--- src/rtl/shared_adder_arb_if.sv ---
// Requester-side bus of the shared adder arbiter: request handshake with
// packed operands, plus the response strobe, sum and requester id.
interface shared_adder_arb_if #(
  parameter int NREQ  = 4,
  parameter int WIDTH = 32,
  parameter int IDW   = $clog2(NREQ)
);
  logic [NREQ-1:0]       req_valid;
  logic [NREQ*WIDTH-1:0] req_a;
  logic [NREQ*WIDTH-1:0] req_b;
  logic [NREQ-1:0]       req_ready;
  logic [NREQ-1:0]       rsp_valid;
  logic [WIDTH-1:0]      rsp_sum;
  logic [IDW-1:0]        rsp_id;

  // Requesters drive operands and consume grants/responses.
  modport master (
    output req_valid, req_a, req_b,
    input  req_ready, rsp_valid, rsp_sum, rsp_id
  );

  // The arbiter consumes operands and drives grants/responses.
  modport slave (
    input  req_valid, req_a, req_b,
    output req_ready, rsp_valid, rsp_sum, rsp_id
  );
endinterface

--- src/rtl/shared_adder_arb.sv ---
// Round-robin arbiter in front of one pipelined adder. At most one request
// is granted per cycle; the requester id travels with the operation and the
// sum comes back to that requester LAT cycles after the transfer.
module shared_adder_arb #(
  parameter int NREQ  = 4,
  parameter int WIDTH = 32,
  parameter int LAT   = 2,
  parameter int IDW   = $clog2(NREQ)
) (
  input  logic                clk,
  input  logic                rst_n,
  input  logic                enable,
  shared_adder_arb_if.slave   bus,
  output logic                busy,
  output logic [15:0]         op_count
);

  // Arbitration state and grant decode
  logic [IDW-1:0]   ptr_q;
  logic [IDW-1:0]   ptr_d;
  logic             gnt_found;
  logic [IDW-1:0]   gnt_idx;
  logic             xfer;
  logic [NREQ-1:0]  ready_w;

  // Operand selection and adder result entering stage 1
  logic [WIDTH-1:0] op_a;
  logic [WIDTH-1:0] op_b;
  logic [WIDTH-1:0] sum_d;

  // Pipeline valid bits; vld_q[LAT] flags the response stage
  logic [LAT:1]     vld_q;

  // Values presented to the final (response) stage on the next edge
  logic             fin_vld_d;
  logic [IDW-1:0]   fin_id_d;
  logic [WIDTH-1:0] fin_sum_d;

  // Registered response and operation counter
  logic [WIDTH-1:0] rsp_sum_q;
  logic [IDW-1:0]   rsp_id_q;
  logic [15:0]      op_cnt_q;
  logic [NREQ-1:0]  rsp_valid_w;

  // Rotating priority search: first valid port at or above ptr, else the
  // first valid port below ptr. This is the modulo walk ptr, ptr+1, ...
  always_comb begin
    gnt_found = 1'b0;
    gnt_idx   = '0;
    for (int i = 0; i < NREQ; i++) begin
      if (!gnt_found && bus.req_valid[i] && (IDW'(i) >= ptr_q)) begin
        gnt_found = 1'b1;
        gnt_idx   = IDW'(i);
      end
    end
    for (int i = 0; i < NREQ; i++) begin
      if (!gnt_found && bus.req_valid[i] && (IDW'(i) < ptr_q)) begin
        gnt_found = 1'b1;
        gnt_idx   = IDW'(i);
      end
    end
  end

  // Grant is suppressed entirely while enable is low; the pointer then holds.
  always_comb begin
    xfer    = enable && gnt_found;
    ready_w = xfer ? (NREQ'(1) << gnt_idx) : '0;
    ptr_d   = ptr_q;
    if (xfer) begin
      ptr_d = (gnt_idx == IDW'(NREQ - 1)) ? '0 : gnt_idx + IDW'(1);
    end
  end

  // Select the granted operands and add them; the carry-out is dropped.
  always_comb begin
    op_a = '0;
    op_b = '0;
    for (int i = 0; i < NREQ; i++) begin
      if (gnt_idx == IDW'(i)) begin
        op_a = bus.req_a[i*WIDTH +: WIDTH];
        op_b = bus.req_b[i*WIDTH +: WIDTH];
      end
    end
    sum_d = op_a + op_b;
  end

  // ---- stage 1 .. LAT-1: forward id and sum toward the response stage ----
  generate
    if (LAT > 1) begin : g_mid
      logic [IDW-1:0]   id_q  [1:LAT-1];
      logic [WIDTH-1:0] sum_q [1:LAT-1];

      // Data-only shift register; validity is tracked separately in vld_q.
      always_ff @(posedge clk) begin
        id_q[1]  <= gnt_idx;
        sum_q[1] <= sum_d;
        for (int s = 2; s < LAT; s++) begin
          id_q[s]  <= id_q[s-1];
          sum_q[s] <= sum_q[s-1];
        end
      end

      assign fin_vld_d = vld_q[LAT-1];
      assign fin_id_d  = id_q[LAT-1];
      assign fin_sum_d = sum_q[LAT-1];
    end else begin : g_direct
      assign fin_vld_d = xfer;
      assign fin_id_d  = gnt_idx;
      assign fin_sum_d = sum_d;
    end
  endgenerate

  // Control state: pointer, stage valid bits and accepted-op counter.
  always_ff @(posedge clk or negedge rst_n) begin
    if (!rst_n) begin
      ptr_q    <= '0;
      vld_q    <= '0;
      op_cnt_q <= '0;
    end else begin
      ptr_q    <= ptr_d;
      vld_q[1] <= xfer;
      for (int s = 2; s <= LAT; s++) begin
        vld_q[s] <= vld_q[s-1];
      end
      if (xfer) begin
        op_cnt_q <= op_cnt_q + 16'd1;
      end
    end
  end

  // ---- stage LAT: response register, holds its value between responses ----
  always_ff @(posedge clk or negedge rst_n) begin
    if (!rst_n) begin
      rsp_sum_q <= '0;
      rsp_id_q  <= '0;
    end else if (fin_vld_d) begin
      rsp_sum_q <= fin_sum_d;
      rsp_id_q  <= fin_id_d;
    end
  end

  // One-hot response strobe decoded from the registered final stage.
  always_comb begin
    rsp_valid_w = vld_q[LAT] ? (NREQ'(1) << rsp_id_q) : '0;
  end

  assign bus.req_ready = ready_w;
  assign bus.rsp_valid = rsp_valid_w;
  assign bus.rsp_sum   = rsp_sum_q;
  assign bus.rsp_id    = rsp_id_q;
  assign busy          = |vld_q;
  assign op_count      = op_cnt_q;

endmodule

--- src/flat_wrapper.sv ---
// flat-port wrapper written by rule: the top's interface ports become plain ports
module shared_adder_arb_flat 
#(
  parameter int NREQ  = 4,
  parameter int WIDTH = 32,
  parameter int LAT   = 2,
  parameter int IDW   = $clog2(NREQ)
)
  (clk, rst_n, enable, busy, op_count, bus_req_valid, bus_req_a, bus_req_b, bus_req_ready, bus_rsp_valid, bus_rsp_sum, bus_rsp_id);
  shared_adder_arb_if #(.NREQ(NREQ), .WIDTH(WIDTH), .IDW(IDW)) bus_i ();
  input  logic clk;
  input  logic rst_n;
  input  logic enable;
  output logic busy;
  output logic [15:0] op_count;
  input wire logic [$bits(bus_i.req_valid)-1:0] bus_req_valid;
  input wire logic [$bits(bus_i.req_a)-1:0] bus_req_a;
  input wire logic [$bits(bus_i.req_b)-1:0] bus_req_b;
  output wire logic [$bits(bus_i.req_ready)-1:0] bus_req_ready;
  output wire logic [$bits(bus_i.rsp_valid)-1:0] bus_rsp_valid;
  output wire logic [$bits(bus_i.rsp_sum)-1:0] bus_rsp_sum;
  output wire logic [$bits(bus_i.rsp_id)-1:0] bus_rsp_id;
  assign bus_i.req_valid = bus_req_valid;
  assign bus_i.req_a = bus_req_a;
  assign bus_i.req_b = bus_req_b;
  assign bus_req_ready = bus_i.req_ready;
  assign bus_rsp_valid = bus_i.rsp_valid;
  assign bus_rsp_sum = bus_i.rsp_sum;
  assign bus_rsp_id = bus_i.rsp_id;
  shared_adder_arb #(.NREQ(NREQ), .WIDTH(WIDTH), .LAT(LAT), .IDW(IDW)) u_core (.clk(clk), .rst_n(rst_n), .enable(enable), .bus(bus_i), .busy(busy), .op_count(op_count));
endmodule
--- config.mk ---
export PLATFORM = sky130hd
export DESIGN_NAME = shared_adder_arb_flat
export DESIGN_NICKNAME = d
export VERILOG_FILES = /design/src/rtl/shared_adder_arb_if.sv /design/src/rtl/shared_adder_arb.sv /design/src/flat_wrapper.sv
export SDC_FILE = /design/constraint.sdc
export NUM_CORES = 1
export LEC_CHECK = 0
export BUFFER_PORTS_ARGS = -buffer_cell sky130_fd_sc_hd__buf_2
export CAP_MARGIN = 10
export CORE_AREA = 2 2 125 127
export CTS_CLUSTER_SIZE = 8
export DETAILED_ROUTE_END_ITERATION = 10
export DIE_AREA = 0 0 127 129
export HOLD_SLACK_MARGIN = 0.15
export PLACE_DENSITY = 0.77
export RECOVER_POWER = 25
export SKIP_LAST_GASP = 1
export SYNTH_ARGS = -nofsm -noshare
export SYNTH_HDL_FRONTEND = slang
export SYNTH_SLANG_ARGS = --single-unit
--- constraint.sdc ---
create_clock -name clk -period 5 [get_ports clk]
set_clock_uncertainty 0.2 [all_clocks]
set_input_delay 0.5 -clock clk [delete_from_list [all_inputs] [get_ports clk]]
set_output_delay 0.5 -clock clk [all_outputs]
set_load 0.01 [all_outputs]
==> flow_summary.toml <==
[status]
status = "complete, but fails checks"
violations = "capacitance limit, slew limit"

[floorplan]
dieWidth_um = 127
start_util_pct = 43.9
design.die.area_um2 = 16400
rows = 45
core_area_um2 = 15000
die_y_um = 129
boundaryPins = 322

[power_and_ir_drop]
p_seq_share_pct = 23.8
ir_worst_vdd_mv = 0.257
total_leakage_power_uw = 0.00427
power.density_nw_per_um2 = 587
pwr-share-clk_pct = 12.3
p_sw_share_pct = 46.1
comb_power_share_pct = 63.9
internal_power_uw = 2750
totalPowerFinal_uw = 5110
switching_power_uw = 2360

[global_route]
antenna_found_initial = 3
grt.total_usage_pct = 26.0
grt_pass1_vias = 6745
grt_max_degree = 86
grt_overflow_total = 0
grt_pass1_wl_um = 33800

[critical_path]
critPathTopFamily = "compound AO/OA/AOI/OAI gates"
cp_data_required_time_ns = 5.06
max_stage_delay_ns = 0.45
cp_max_fo = 52
critPathKind = "register to register"
cp_slowest_cell = "dfrtp_1"
worst_setup_path_start_kind = "register"
endpoint_kind = "register"
worst-path-buf-inv = 3
critical_path_arrival_ns = 4.73
cp_cell_sequence = "mux2i_1 -> nor2_1 -> nor3_1 -> buf_4 -> ha_4 -> buf_12 -> buf_4 -> nor2_1 -> a21oi_1 -> nor2_1 -> a21oi_1 -> o21ai_0 -> ha_1 -> a21oi_1 -> o22ai_1 -> a22oi_1 -> a31oi_1 -> o41ai_1 -> xnor2_1"

[timing]
worst_slew_pin_slew_ns = 1.90
tns_ns = 0
maxSlewViolCount = 37
whs_ns = 0.259
final-setup-viol-count = 0
period_needed_ns = 4.67
slew_headroom_pct = -26.5
rsz0062_at_grt = "false"
finalHoldViolCount = 0
period_share_pct = 93.4
fmax_mhz = 214

[logic_synthesis]
async_reset_ff_share_pct = 61.4
synthTopCellsByArea = "dfrtp_1 21%, a21oi_1 12%, dfxtp_1 10%"
synth_top_area_share_pct = 20.6
synth_cell_types = 47
yosys_warnings = 0
synth.most_common_cell = "a21oi_1"
syn_area_um2 = 6570
ys.flop_type = "dfrtp_1"
synth_top_area_cell = "dfrtp_1"
synth.top_cells.by_count = "160 x a21oi_1, 150 x nand2_1, 144 x nor2_1, 81 x o21ai_0, 54 x dfrtp_1"
synth_edf_count = 0
synth_fp_nets = 1200
syn_area_per_cell_um2 = 7.30
syn_inst = 900
ys_ff_latch = 88
ys_seq_area_share_pct = 30.9

[clocking]
cts_root_buf = "clkbuf_16"
clock_latency_ns = 0.33
cts_buffers = 9
cts-htree-levels = 3
cts_tree = "done"
postCtsSetupBuffers = 0
clock_path_buffers = 2
clock_sinks = 88
path_clk_slew_ns = 0.06

[placed_design]
place_inst = 1368
place_congestion = 0.934
place_hpwl_um = 18300
io_buffers = 321

[drt]
drc = 0
vias_per_cell = 5.24
dr.pass1.iters = 5
wirelength_um = 22100
vias = 7265
wl_per_cell_um = 15.9
ant_nets = 0
drt_iter0_drc = 374

[layout]
finalNetCount = 1492
areaGrowthSynthToFinish_pct = 32.3
stdcell_count = 1387
nFillCells = 1487
drive_above_1_share_pct = 32.3

[flow_run]
maxCapViolCount = 1

[min_path]
hold_class = "register to register"
cells in the final DEF, fill, tap and decap left out, drive strengths merged, types with 5 or more instances in the layout:
| cell type | n |
|---|---|
| xnor2 | 31 |
| a21oi | 161 |
| xor2 | 17 |
| a211oi | 8 |
| o21ai | 83 |
| dfxtp | 34 |
| a21o | 9 |
| inv | 6 |
| o211ai | 5 |
| and2 | 6 |
| ha | 36 |
| nor2 | 144 |
| nand4 | 9 |
| and3 | 7 |
| nand3 | 9 |
| clkbuf | 25 |
| dfrtp | 54 |
| mux2 | 36 |
| a31oi | 5 |
| buf | 322 |
| nand2 | 150 |
what timing repair did:
| action | CTS | global route |
|---|---|---|
| resized for setup | 0 | 1 |
| hold buffers | 1 | 0 |
| hold endpoints to repair | 54 | 0 |
| endpoints found under the setup margin | 0 | 1 |
power by group through the flow:
| stage | Clock [uW] | Sequential (uW) | Combinational, uW |
|---|---|---|---|
| after floorplan | 0 | 1260 | 2170 |
| after global placement | 0 | 1210 | 3220 |
| after detailed placement | 0 | 1230 | 3240 |
| after CTS | 646 | 1220 | 3260 |
| after global routing | 671 | 1260 | 3630 |
| final | 630 | 1220 | 3260 |
layer usage:
layer | vias to the layer above | wire [um] | part of all wire [%] | global-route usage, %
met3 | 36 | 1500 | 6.8 | 3.16
met2 | 277 | 10500 | 47 | 42.8
met4 | 2 | 434 | 2.0 | 7.37
met5 | - | 13 | 0.059 | 0
li1 | 3707 | - | - | -
met1 | 3243 | 9680 | 44 | 36.1
registers in the layout (all words and copies together), names as in the netlist:
signal	cells
u_core.bus.rsp_id	2
u_core.bus.rsp_sum	32
u_core.g_mid.id_q	2
u_core.g_mid.sum_q	32
u_core.op_count	16
u_core.ptr_q	2
u_core.vld_q	2
per-stage QoR:
step	util (%)	worst slack, ns	cell area [um^2]
after floorplan	-	0.365	6570
after global placement	56.1	0.362	8400
after detailed placement	56.1	0.278	8400
after CTS	58.1	0.370	8710
after global routing	58.1	0.0159	8700
final	58.1	0.330	8700
cell families after synthesis:
logic type	after synthesis	synth area share, %
adders and majority gates	37	7.16
and+or+nand+nor	336	20.6
buffers and inverters	61	3.48
muxes	37	6.32
DFF	88	30.9
xor gates and xnor gates	48	6.40
AOI/OAI and AO/OA	293	25.1
area by class of cell:
cell class              instances  area, um^2  share of cell area [%]
diodes                          2        5.00                  0.0575
clock buffers                  12         268                    3.08
clock inverters                 4        26.3                   0.302
inverters                       6        22.5                   0.259
multi-input cells             751        4360                    50.1
flip-flops and latches         88        2030                    23.4
well taps                     188         235                    2.70
repair buffers                336        1750                    20.1
worst paths after layout:
check,startpoint,end,slack [ns],cells past startpoint
worst max-delay path,u_core.ptr_q[1],u_core.g_mid.sum_q[1][28],0.33,19
worst max register to register,u_core.ptr_q[1],u_core.g_mid.sum_q[1][28],0.33,19
max in group asynchronous,rst_n,u_core.bus.rsp_sum[31],3.52,3
worst min register to register,u_core.g_mid.sum_q[1][12],u_core.bus.rsp_sum[12],0.26,1
min in group asynchronous,rst_n,u_core.op_count[7],0.63,3
worst min-delay path,u_core.g_mid.sum_q[1][12],u_core.bus.rsp_sum[12],0.26,1
Power figures use the tool's default switching activity.
